**src/rtl/stopwatch_pkg.sv**
```systemverilog
// stopwatch_pkg
// Shared types and constants for the stopwatch control block.
//   state_t      : control state (IDLE, RUN, PAUSE, LAP)
//   BCD_W        : width of one BCD digit
//   SEC_TENS_MAX : highest value of the seconds-tens digit
//   DIGIT_MAX    : highest value of any decimal digit
package stopwatch_pkg;

    localparam int BCD_W        = 4;
    localparam int SEC_TENS_MAX = 5;
    localparam int DIGIT_MAX    = 9;

    typedef enum logic [1:0] {
        IDLE  = 2'd0,
        RUN   = 2'd1,
        PAUSE = 2'd2,
        LAP   = 2'd3
    } state_t;

endpackage

```
**src/rtl/stopwatch_ctrl_if.sv**
```systemverilog
// stopwatch_ctrl_if
// Bundles the stopwatch event inputs and display/status outputs.
//   tick, start_stop, lap_reset : one-cycle event pulses into the controller
//   min_tens, min_ones, sec_tens, sec_ones : displayed BCD digits
//   running, lap_active, wrap   : status outputs
//   state                       : current control state, for observation
// Handshake: there is no valid/ready pair. Every input is a one-cycle
// pulse acted on at the clock edge where it is sampled high; each high
// cycle is a separate event. Outputs are valid every cycle out of reset.
// modport master drives the events, modport slave is the controller.
interface stopwatch_ctrl_if;
    import stopwatch_pkg::*;

    logic               tick;
    logic               start_stop;
    logic               lap_reset;
    logic [BCD_W-1:0]   min_tens;
    logic [BCD_W-1:0]   min_ones;
    logic [BCD_W-1:0]   sec_tens;
    logic [BCD_W-1:0]   sec_ones;
    logic               running;
    logic               lap_active;
    logic               wrap;
    state_t             state;

    modport master (
        output tick, start_stop, lap_reset,
        input  min_tens, min_ones, sec_tens, sec_ones,
        input  running, lap_active, wrap, state
    );

    modport slave (
        input  tick, start_stop, lap_reset,
        output min_tens, min_ones, sec_tens, sec_ones,
        output running, lap_active, wrap, state
    );

endinterface

```
**src/rtl/bcd_digit_counter.sv**
```systemverilog
// bcd_digit_counter
// One BCD digit counting 0..MAX and wrapping to 0.
//   clk, rst_n : clock, asynchronous active-low reset
//   en         : advance the digit this cycle
//   clr        : synchronous clear to 0 (wins over en)
//   value      : current digit
//   carry      : combinational, high when en and the digit is at MAX
module bcd_digit_counter #(
    parameter int unsigned MAX = 9
) (
    input  logic       clk,
    input  logic       rst_n,
    input  logic       en,
    input  logic       clr,
    output logic [3:0] value,
    output logic       carry
);

    assign carry = en && (value == 4'(MAX));

    always_ff @(posedge clk or negedge rst_n) begin
        if (!rst_n) begin
            value <= 4'd0;
        end else if (clr || carry) begin
            value <= 4'd0;
        end else if (en) begin
            value <= value + 4'd1;
        end
    end

endmodule

```
**src/rtl/stopwatch_ctrl.sv**
```systemverilog
// stopwatch_ctrl
// Start/stop/lap/reset stopwatch with an MM:SS BCD count and a lap register.
//   MAX_MINUTES : highest minute value before the count rolls to 00:00 (1..99)
//   clk, rst_n  : clock, asynchronous active-low reset
//   sw          : stopwatch_ctrl_if.slave (event inputs, digits, status)
module stopwatch_ctrl
    import stopwatch_pkg::*;
#(
    parameter int unsigned MAX_MINUTES = 59
) (
    input  logic              clk,
    input  logic              rst_n,
    stopwatch_ctrl_if.slave   sw
);

    localparam logic [3:0] MAX_MIN_TENS = 4'(MAX_MINUTES / 10);
    localparam logic [3:0] MAX_MIN_ONES = 4'(MAX_MINUTES % 10);
    localparam logic [3:0] D_MAX        = 4'(DIGIT_MAX);

    state_t     state, state_next;
    logic       inc, clr_count, lap_capture;
    logic       carry_ones, carry_tens;
    logic [3:0] sec_ones, sec_tens, min_tens, min_ones;
    logic [3:0] sec_ones_next, sec_tens_next, min_tens_next, min_ones_next;
    logic [3:0] lap_min_tens, lap_min_ones, lap_sec_tens, lap_sec_ones;
    logic       min_at_max, wrap;

    // start_stop wins over lap_reset in every state.
    always_ff @(posedge clk or negedge rst_n) begin
        if (!rst_n) state <= IDLE;
        else        state <= state_next;
    end

    always_comb begin
        state_next = state;
        case (state)
            IDLE:    if (sw.start_stop) state_next = RUN;
            RUN:     if (sw.start_stop) state_next = PAUSE;
                     else if (sw.lap_reset) state_next = LAP;
            LAP:     if (sw.start_stop) state_next = PAUSE;
                     else if (sw.lap_reset) state_next = RUN;
            PAUSE:   if (sw.start_stop) state_next = RUN;
                     else if (sw.lap_reset) state_next = IDLE;
            default: state_next = IDLE;
        endcase
    end

    // Counting depends only on the state before the edge.
    assign inc         = sw.tick && (state == RUN || state == LAP);
    assign clr_count   = (state == PAUSE) && sw.lap_reset && !sw.start_stop;
    assign lap_capture = (state == RUN) && sw.lap_reset && !sw.start_stop;

    bcd_digit_counter #(.MAX(DIGIT_MAX)) u_sec_ones (
        .clk   (clk),
        .rst_n (rst_n),
        .en    (inc),
        .clr   (clr_count),
        .value (sec_ones),
        .carry (carry_ones)
    );

    bcd_digit_counter #(.MAX(SEC_TENS_MAX)) u_sec_tens (
        .clk   (clk),
        .rst_n (rst_n),
        .en    (carry_ones),
        .clr   (clr_count),
        .value (sec_tens),
        .carry (carry_tens)
    );

    // Minute pair: a two-digit BCD value wrapping at MAX_MINUTES.
    assign min_at_max = (min_tens == MAX_MIN_TENS) && (min_ones == MAX_MIN_ONES);

    always_comb begin
        min_tens_next = min_tens;
        min_ones_next = min_ones;
        if (clr_count) begin
            min_tens_next = 4'd0;
            min_ones_next = 4'd0;
        end else if (carry_tens) begin
            if (min_at_max) begin
                min_tens_next = 4'd0;
                min_ones_next = 4'd0;
            end else if (min_ones == D_MAX) begin
                min_tens_next = min_tens + 4'd1;
                min_ones_next = 4'd0;
            end else begin
                min_ones_next = min_ones + 4'd1;
            end
        end
    end

    // Seconds as they will be after this edge; the lap capture must include
    // a tick arriving in the same cycle as the lap press.
    assign sec_ones_next = carry_ones ? 4'd0 : (inc ? sec_ones + 4'd1 : sec_ones);
    assign sec_tens_next = carry_tens ? 4'd0 : (carry_ones ? sec_tens + 4'd1 : sec_tens);

    always_ff @(posedge clk or negedge rst_n) begin
        if (!rst_n) begin
            min_tens     <= 4'd0;
            min_ones     <= 4'd0;
            lap_min_tens <= 4'd0;
            lap_min_ones <= 4'd0;
            lap_sec_tens <= 4'd0;
            lap_sec_ones <= 4'd0;
            wrap         <= 1'b0;
        end else begin
            min_tens <= min_tens_next;
            min_ones <= min_ones_next;
            wrap     <= carry_tens && min_at_max;
            if (lap_capture) begin
                lap_min_tens <= min_tens_next;
                lap_min_ones <= min_ones_next;
                lap_sec_tens <= sec_tens_next;
                lap_sec_ones <= sec_ones_next;
            end
        end
    end

    assign sw.running    = (state == RUN) || (state == LAP);
    assign sw.lap_active = (state == LAP);
    assign sw.wrap       = wrap;
    assign sw.state      = state;
    assign sw.min_tens   = (state == LAP) ? lap_min_tens : min_tens;
    assign sw.min_ones   = (state == LAP) ? lap_min_ones : min_ones;
    assign sw.sec_tens   = (state == LAP) ? lap_sec_tens : sec_tens;
    assign sw.sec_ones   = (state == LAP) ? lap_sec_ones : sec_ones;

endmodule

```
**src/flat_wrapper.sv**
```systemverilog
// flat-port wrapper written by rule: the top's interface ports become plain ports
module stopwatch_ctrl_flat import stopwatch_pkg::*;
#(
    parameter int unsigned MAX_MINUTES = 59
)
  (clk, rst_n, sw_tick, sw_start_stop, sw_lap_reset, sw_min_tens, sw_min_ones, sw_sec_tens, sw_sec_ones, sw_running, sw_lap_active, sw_wrap, sw_state);
  stopwatch_ctrl_if sw_i ();
  input  logic clk;
  input  logic rst_n;
  input wire logic [$bits(sw_i.tick)-1:0] sw_tick;
  input wire logic [$bits(sw_i.start_stop)-1:0] sw_start_stop;
  input wire logic [$bits(sw_i.lap_reset)-1:0] sw_lap_reset;
  output wire logic [$bits(sw_i.min_tens)-1:0] sw_min_tens;
  output wire logic [$bits(sw_i.min_ones)-1:0] sw_min_ones;
  output wire logic [$bits(sw_i.sec_tens)-1:0] sw_sec_tens;
  output wire logic [$bits(sw_i.sec_ones)-1:0] sw_sec_ones;
  output wire logic [$bits(sw_i.running)-1:0] sw_running;
  output wire logic [$bits(sw_i.lap_active)-1:0] sw_lap_active;
  output wire logic [$bits(sw_i.wrap)-1:0] sw_wrap;
  output wire logic [$bits(sw_i.state)-1:0] sw_state;
  assign sw_i.tick = sw_tick;
  assign sw_i.start_stop = sw_start_stop;
  assign sw_i.lap_reset = sw_lap_reset;
  assign sw_min_tens = sw_i.min_tens;
  assign sw_min_ones = sw_i.min_ones;
  assign sw_sec_tens = sw_i.sec_tens;
  assign sw_sec_ones = sw_i.sec_ones;
  assign sw_running = sw_i.running;
  assign sw_lap_active = sw_i.lap_active;
  assign sw_wrap = sw_i.wrap;
  assign sw_state = sw_i.state;
  stopwatch_ctrl #(.MAX_MINUTES(MAX_MINUTES)) u_core (.clk(clk), .rst_n(rst_n), .sw(sw_i));
endmodule
```
**config.mk**
```make
export PLATFORM = sky130hd
export DESIGN_NAME = stopwatch_ctrl_flat
export DESIGN_NICKNAME = d
export VERILOG_FILES = /design/src/rtl/stopwatch_pkg.sv /design/src/rtl/stopwatch_ctrl_if.sv /design/src/rtl/bcd_digit_counter.sv /design/src/rtl/stopwatch_ctrl.sv /design/src/flat_wrapper.sv
export SDC_FILE = /design/constraint.sdc
export NUM_CORES = 1
export LEC_CHECK = 0
export ABC_AREA = 1
export BUFFER_PORTS_ARGS = -buffer_cell sky130_fd_sc_hd__buf_4
export CAP_MARGIN = 30
export CORE_AREA = 2 2 52 79
export CTS_CLUSTER_SIZE = 10
export DETAILED_ROUTE_END_ITERATION = 16
export DIE_AREA = 0 0 54 81
export GPL_TIMING_DRIVEN = 1
export PLACE_DENSITY = 0.88
export SYNTH_ARGS = -nofsm -noshare
export SYNTH_HDL_FRONTEND = slang
export SYNTH_SLANG_ARGS = --single-unit
```
**constraint.sdc**
```tcl
create_clock -name clk -period 1.59 [get_ports clk]
set_input_delay 0.0795 -clock clk [delete_from_list [all_inputs] [get_ports clk]]
set_output_delay 0.0795 -clock clk [all_outputs]
set_load 0.01 [all_outputs]
```
==> results by stage, run 1 <==
Status:
- The run finished with clean final reports.

Yosys:
- The compound-cell area share of the yosys netlist is 0.08547.
- The multiplexer share of the synthesized area is 0.
- The post-synthesis sequential element count is 35.
- After synthesis, the share of flip-flops with an asynchronous set or reset is 1.000.
- Of the total synthesized cell area, the portion taken by full adders, half adders and majority gates is 0.04884.
- Of the total synthesized cell area, the portion taken by AND, OR, NAND and NOR gates is 0.3217.
- The dominant register cell in the synthesized netlist is dfrtp_1.
- The cell with the most instances after synthesis is nand2_1.
- Yosys printed 0 warnings.
- The average cell area after synthesis is 8.037 µm².
- Ranked by total cell area, the synthesized netlist is headed by dfrtp_1 43%, nand2_1 13%, inv_1 6.2%.
- The synthesized netlist net count is 268.
- After technology mapping, the gate count stands at 255.
- The distinct cell type count of the synthesized netlist is 30.
- The fraction of post-synthesis cell area in the top cell type by area is 0.4274.
- For this run, the register share of the synthesized area comes to 0.4274.
- Of the total synthesized cell area, the portion taken by XOR and XNOR cells is 0.03358.
- In this run, synthesis inferred 0 flip-flops with an integrated enable.
- Counting instances in the post-synthesis netlist gives the leading cell types as 72 x nand2_1, 35 x dfrtp_1, 34 x inv_1.
- By area, the combinational part of the netlist is dominated by simple AND/OR/NAND/NOR gates.
- The synthesized cell area is 0.002049 mm².
- The cell type with the highest aggregate area in the netlist is dfrtp_1.

Clocking:
- The clock latency reported for the late side of the worst-skew pair is 0.29 ns.
- The maximum clock path buffer count is 2.
- After clock tree synthesis, the clock-pin slew on the worst setup and hold paths is 0.07 ns.
- TritonCTS built the clock tree.
- The TritonCTS sink count is 35.
- CTS built an H-tree with a depth of 2.
- Clock tree synthesis selected as its root buffer the cell clkbuf_8.
- The number of buffers created by CTS is 5.

Global routing:
- The global routing usage on met1 is 0.2656.
- The first-pass GRT wire length is 8.107 mm.
- The initial antenna violation count was 0.
- Across every metal layer, demand over resource in global routing totals 0.2564.
- Summed over all layers, the global routing overflow is 0.
- After global routing, the most crowded layer is met2.
- The met2 capacity usage during global routing is 0.4512.
- The number of global-route vias before repair came to 1,864.
- Entering global routing, the biggest net connects 36 pins.
- The global-route met3 utilization is 0.04779.

Route:
- The number of iterations in the first detailed-routing pass is 4.
- The post-detailed-route via-to-cell ratio is 5.323.
- The number of DRC violations after detailed routing is 0.
- The routed length per placed instance is 14.37 µm.
- The count of nets left with antenna violations once routing finished came out at 0.
- For this block, the initial DRC count from the detailed router was 64.
- The routed layout has 1,863 vias.
- The total length of routed wires is 5.028 mm.

Placed design:
- Timing analysis after detailed placement gives a worst setup slack of -0.04650 ns.
- Once placement finished, the instance area stood at 0.002349 mm².
- The final weighted congestion in routability-driven placement is 0.8556.
- Detailed placement finished with a half-perimeter wire length of 3.492 mm.
- Port buffering added 25 buffers.

STA:
- Setup violations remaining at the end of the flow were counted as 0.
- The worst-case setup margin in the final layout is 0.04107 ns.
- Of the available clock period, the critical path in the final layout requires 0.9742.
- The worst slew margin relative to its limit is 0.6807.
- The fmax is 645.6 MHz.
- The final-report hold violation count is 0.
- The pin slew with the least headroom to its limit is 0.4790 ns.
- Adding up every negative setup slack in the final design gives 0 ns.
- Setup repair after global routing could not meet its margin everywhere.
- The post-layout minimum cycle time is 1.549 ns.
- The number of pins with negative max-slew slack in the final report is 0.
- The maximum clock skew at final layout is 0.005542 ns.

Floorplanning:
- The die covers 0.004374 mm².
- The die is 81 µm tall.
- Row generation in the floorplan step produced 28 rows.
- The core footprint is 0.003784 mm².
- The initial core utilization is 0.5417.
- The number of ports placed on the die boundary is 26.
- The floorplan step set the die width to 54 µm.

Setup path:
- The data required time at the worst endpoint is 1.77 ns.
- The largest fanout on the critical path is 6.
- The arrival time of the worst setup path is 1.73 ns.
- The kind of start point of the critical path is a flip-flop.
- The critical path is of the flip-flop to flip-flop type.
- The critical path capture point type is a flip-flop.

Power:
- Across the VDD grid, the largest voltage drop is 952.9 µV.
- The power density over cell area is 1300 mW/mm².
- The analysis attributes to cell leakage a power of 1.396 nW.

Cells and area:
- The area growth from synthesis to layout is 27.66%.
- The number of antenna repair diodes is 0.
- The count of nets after finishing is 317.
- The total non-filler cell area in the finished layout is 0.002616 mm².
- The layout cell share with drive strength beyond 1 is 0.2984.

Min path:
- The path type of the worst min-delay path is input pin to flip-flop.

Flow run:
- Max-cap violations in this run came to 0.
-- area by class of cell --
cell class	instances	area, µm²
multi-input cells	179	1090
clock inverters	1	5.005
inverters	36	135.1
well taps	45	56.30
repair buffers	47	375.4
flip-flops and latches	35	878.3
fillers	286	1167
clock buffers	7	76.32
-- cell families after synthesis --
| kind of cell | count (synthesis) |
|---|---|
| xor gates and xnor gates | 7 |
| adders and majority gates | 8 |
| AOI/OAI and AO/OA | 31 |
| and+or+nand+nor | 133 |
| DFF | 35 |
| buffers and inverters | 41 |
-- cell usage in the layout, fill, tap and decap left out, drive strengths merged, types with 6 or more instances in the layout --
master and count:
dfrtp 35, nand3 17, clkbuf 7, buf 46, o22ai 6, nor2 29, inv 36, ha 8
nand2 80, o21ai 22
-- timing repair --
item / 4_1_cts / 5_1_grt
hold buffers: 1 / 0
resized for setup: 4 / 30
pin swaps: 0 / 12
setup endpoints to repair: 24 / 25
buffers inserted: 0 / 9
endpoints found under the hold margin: 35 / 0
-- per-stage QoR --
step                      hold WS (ns)  std cells  power [W]    util
after floorplan                -0.2161        255   0.002086       -
after global placement         0.05939        332   0.002538  0.6207
after detailed placement       0.05846        332   0.002609  0.6207
after CTS                      0.08048        341   0.003246  0.6485
after global routing            0.1160        350   0.003637  0.6915
final                          0.08583        350   0.003402  0.6915
-- sequential cells by signal, indices dropped and copies added (netlist names) --
signal and cells:
u_core.lap_min_tens 4, u_core.sw.wrap 1, u_core.lap_min_ones 4, u_core.lap_sec_tens 4
u_core.u_sec_ones.value 4, u_core.min_ones 4, u_core.sw.state 2, u_core.u_sec_tens.value 4
u_core.min_tens 4, u_core.lap_sec_ones 4
-- path summary, 6_finish.rpt --
check,startpoint,to,slack [ns],cells after the start
max reg2reg,u_core.min_ones[1],u_core.lap_min_ones[1],0.04,10
max in group asynchronous,rst_n,u_core.sw.state[0],0.95,2
min,sw_start_stop,u_core.sw.state[0],0.09,3
max,u_core.min_ones[1],u_core.lap_min_ones[1],0.04,10
min in group asynchronous,rst_n,u_core.min_ones[3],0.29,2
min reg2reg,u_core.lap_min_tens[2],u_core.lap_min_tens[2],0.50,2
-- per-layer routing --
layer	part of all wire	wire [µm]	vias to the layer above
met5	0	0	-
met4	0.037	187	0
met3	0.037	186	19
met1	0.37	1863	891
met2	0.55	2790	53
li1	-	-	900
-- critical path, stage by stage, from the launching register on --
cell and delay, ns:
dfrtp_1 0.42, inv_2 0.12, ha_4 0.14, nand2_1 0.08, nor2_4 0.24, buf_4 0.15, nor2_1 0.04, nand2_1 0.07
o21ai_2 0.07, nand2_1 0.06, nand2_1 0.04
-- report_power, final --
group / total [W] / switching (W) / leakage (nW) / internal [W]
Clock: 0.000625 / 0.000317 / 0.0422 / 0.000307
Combinational: 0.00140 / 0.000756 / 0.896 / 0.000649
Sequential: 0.00137 / 0.000214 / 0.458 / 0.00116
Note: power is estimated with default switching activity, not from simulation.
==> inputs of run 2 (changes only) <==
- CORE_AREA: 2 2 52 79 -> 2 2 51 77
- CTS_BUF_LIST: unset -> sky130_fd_sc_hd__clkbuf_2
- DIE_AREA: 0 0 54 81 -> 0 0 53 79
- PLACE_DENSITY: 0.88 -> 0.91
==> results by stage, run 2 (synthesis gave the netlist of run 1 again) <==
Status:
- The flow ran to the end, but the final reports show violations.
- The checks that failed: negative setup slack.

Clocking:
- The TritonCTS sink count is 35 (unchanged).
- The number of buffers created by CTS is 5 (unchanged).
- The clock latency reported for the late side of the worst-skew pair is 0.40 ns (+0.11 ns).
- The clock-pin transition on the worst setup and hold timing paths came to 0.20 ns (+0.13 ns).
- CTS placed an instance of clkbuf_2 at the clock tree root.
- The deepest level of the CTS H-tree came to 2 (unchanged).
- The maximum clock path buffer count is 2 (unchanged).
- TritonCTS built the clock tree.

Setup path:
- The worst reg-to-reg path cell count was 8 (-2).
- The startpoint-to-endpoint class of the critical path is flip-flop to flip-flop.
- The largest fanout on the critical path is 6 (unchanged).
- The register-to-register setup slack is -0.04 ns (-0.08 ns).
- In this run the critical register-to-register path is captured at u_core.lap_min_tens[0].
- The critical path capture point type is a flip-flop.
- In this run the critical register-to-register path is launched from u_core.min_ones[0].
- The worst setup path is launched from a flip-flop.
- The arrival time of the worst setup path is 1.96 ns (+0.23 ns).
- The data required time at the worst endpoint was 1.92 ns (+0.15 ns).

STA:
- The post-layout minimum cycle time came to 1.629 ns (+0.07978 ns).
- The final-report hold violation count is 0 (unchanged).
- The total of endpoints with negative setup slack in the final report is 1 (+1).
- The maximum clock skew at final layout is 0.03122 ns (+0.02568 ns).
- The fmax is 614.0 MHz (-4.9%).
- The worst slew margin relative to its limit is 0.6949 (+0.01422).
- Setup repair after global routing could not meet its margin everywhere.
- The pin slew with the least headroom to its limit was 0.4577 ns (-0.02133 ns).
- The final critical-path share of the clock period was 1.024 (+0.05018).
- The setup TNS after final layout is -0.03871 ns (-0.03871 ns).
- The number of pins with negative max-slew slack in the final report came to 0 (unchanged).
- The worst-case setup margin in the final layout was -0.03871 ns (-0.07978 ns).

Route:
- The routed length per placed instance is 14.94 µm (+4.0%).
- The post-detailed-route via-to-cell ratio was 5.454 (+2.5%).
- The number of iterations in the first detailed-routing pass is 5 (+1).
- The number of design-rule violations left by the first detailed-router iteration is 106 (+66%).
- The total vias in the final route is 1,898 (+1.9%).
- The number of DRC violations after detailed routing was 0 (unchanged).
- The post-route antenna net violation count was 0 (unchanged).
- The total length of routed wires is 5.199 mm (+3.4%).

Cells and area:
- The area growth from synthesis to layout is 26.19%.
- The number of antenna repair diodes came to 0 (unchanged).
- The count of nets after finishing is 317 (unchanged).
- The top cell types in the final layout, fill and taps aside, are 66 x nand2_1, 40 x buf_4, 34 x dfrtp_1.
- The library cell used most frequently in the layout, excluding fill and tap cells, is nand2_1.
- The number of fillers in the final layout is 257 (-10%).
- The total non-filler cell area in the finished layout was 0.002586 mm² (-1.1%).
- The layout cell share with drive strength beyond 1 is 0.2951 (-0.003279).
- The utilization of the core after routing came to 0.7291 (+0.03763).

Floorplanning:
- The initial core utilization is 0.5778 (+0.03611).
- The y dimension of the die is 79 µm (-2.5%).
- The width of the die is 53 µm (-1.9%).
- The area of the die came to 0.004187 mm² (-4.3%).
- The number of ports placed on the die boundary is 26 (unchanged).
- The number of rows in the core area was 27 (-3.6%).
- The core footprint is 0.003547 mm² (-6.3%).

Placed design:
- The total of buffers placed on input and output ports came to 25 (unchanged).
- The worst setup timing slack at the placement stage is -0.007790 ns (+0.03871 ns).
- The post-detailed-placement cell area came to 0.002316 mm² (-1.4%).
- The post-DP HPWL is 3.424 mm (-2.0%).
- The final weighted congestion in routability-driven placement came to 0.8890 (+3.9%).

Min path:
- The origin of the worst min-delay path is sw_lap_reset.
- The count of cells along the worst hold path is 3 (unchanged).
- The tightest min-delay check is of the input pin to flip-flop type.
- The worst hold path terminates at u_core.sw.state[1].

Power:
- The overall power of the completed layout came to 0.003299 W (-3.0%).
- The power density over cell area came to 1276 mW/mm² (-1.9%).
- The worst supply voltage drop on vdd came to 1209 µV (+27%).
- The standby leakage power is 1.369 nW (-2.0%).

Global routing:
- The initial antenna violation count is 0 (unchanged).
- The global-route usage over all layers came to 0.2535 (-0.002883).
- The global-route congestion overflow total came to 0 (unchanged).
- The first-pass GRT wire length is 7.755 mm (-4.3%).
- The number of global-route vias before repair is 1,812 (-2.8%).
- The largest net degree at the start of global routing is 36 (unchanged).

Flow run:
- The max-capacitance violation count is 0 (unchanged).
-- run 2: worst max path at each step --
| stage | start | end | cells past startpoint |
|---|---|---|---|
| 3_3_place_gp | u_core.min_ones[1] | u_core.min_tens[3] | 8 |
| 5_1_grt | u_core.min_ones[0] | u_core.lap_min_tens[0] | 8 |
| 6_report | u_core.min_ones[0] | u_core.lap_min_tens[0] | 8 |
| 3_5_place_dp | u_core.min_ones[1] | u_core.min_tens[3] | 8 |
| 4_1_cts | u_core.min_ones[1] | u_core.min_tens[3] | 8 |
| 2_1_floorplan | u_core.min_ones[1] | u_core.min_tens[3] | 8 |
-- run 2: cell type report --
class	count	area, µm²	area share
multi-input combinational	180	1087	0.4204
sequential	35	877.1	0.3391
timing repair buffer	46	369.1	0.1427
inverter	36	135.1	0.05225
tap	43	53.80	0.02080
clock inverter	3	38.79	0.01500
clock buffer	5	25.02	0.009676
-- run 2: timing repair --
action | in CTS | in global routing
hold buffers | 2 | 0
setup endpoints to repair | 21 | 32
gates cloned | 0 | 1
hold endpoints to repair | 37 | 0
pin swaps | 1 | 11
resized for setup | 5 | 26
buffers inserted | 2 | 9
-- run 2: report_power, final --
| part | switching [W] | internal (W) |
|---|---|---|
| sequential | 0.000205 | 0.00115 |
| combinational | 0.000756 | 0.000609 |
| clock | 0.000318 | 0.000259 |
-- run 2: worst max-delay path, cell delays in order, from the launching register on --
cell     delay (ns)
dfrtp_1        0.56
ha_4           0.21
nand2_1        0.09
nor2_4         0.19
nand2_1        0.13
nand3_1        0.15
nand2_4        0.06
nand4_1        0.09
nand2_1        0.06
-- run 2: through the flow --
stage	std cells	hold slack (ns)
2_1_floorplan	255	-0.2161
3_3_place_gp	326	0.05299
3_5_place_dp	326	0.05864
4_1_cts	338	0.08783
5_1_grt	348	0.08823
6_report	348	0.09229
-- run 2: layer usage --
metal,up-vias,wire (µm),global-route usage,part of all wire
li1,909,-,-,-
met1,903,1907,0.2689,0.37
met2,67,2847,0.4513,0.55
met3,19,244,0.06203,0.047
met4,0,199,0.1205,0.038
met5,-,0,0,0
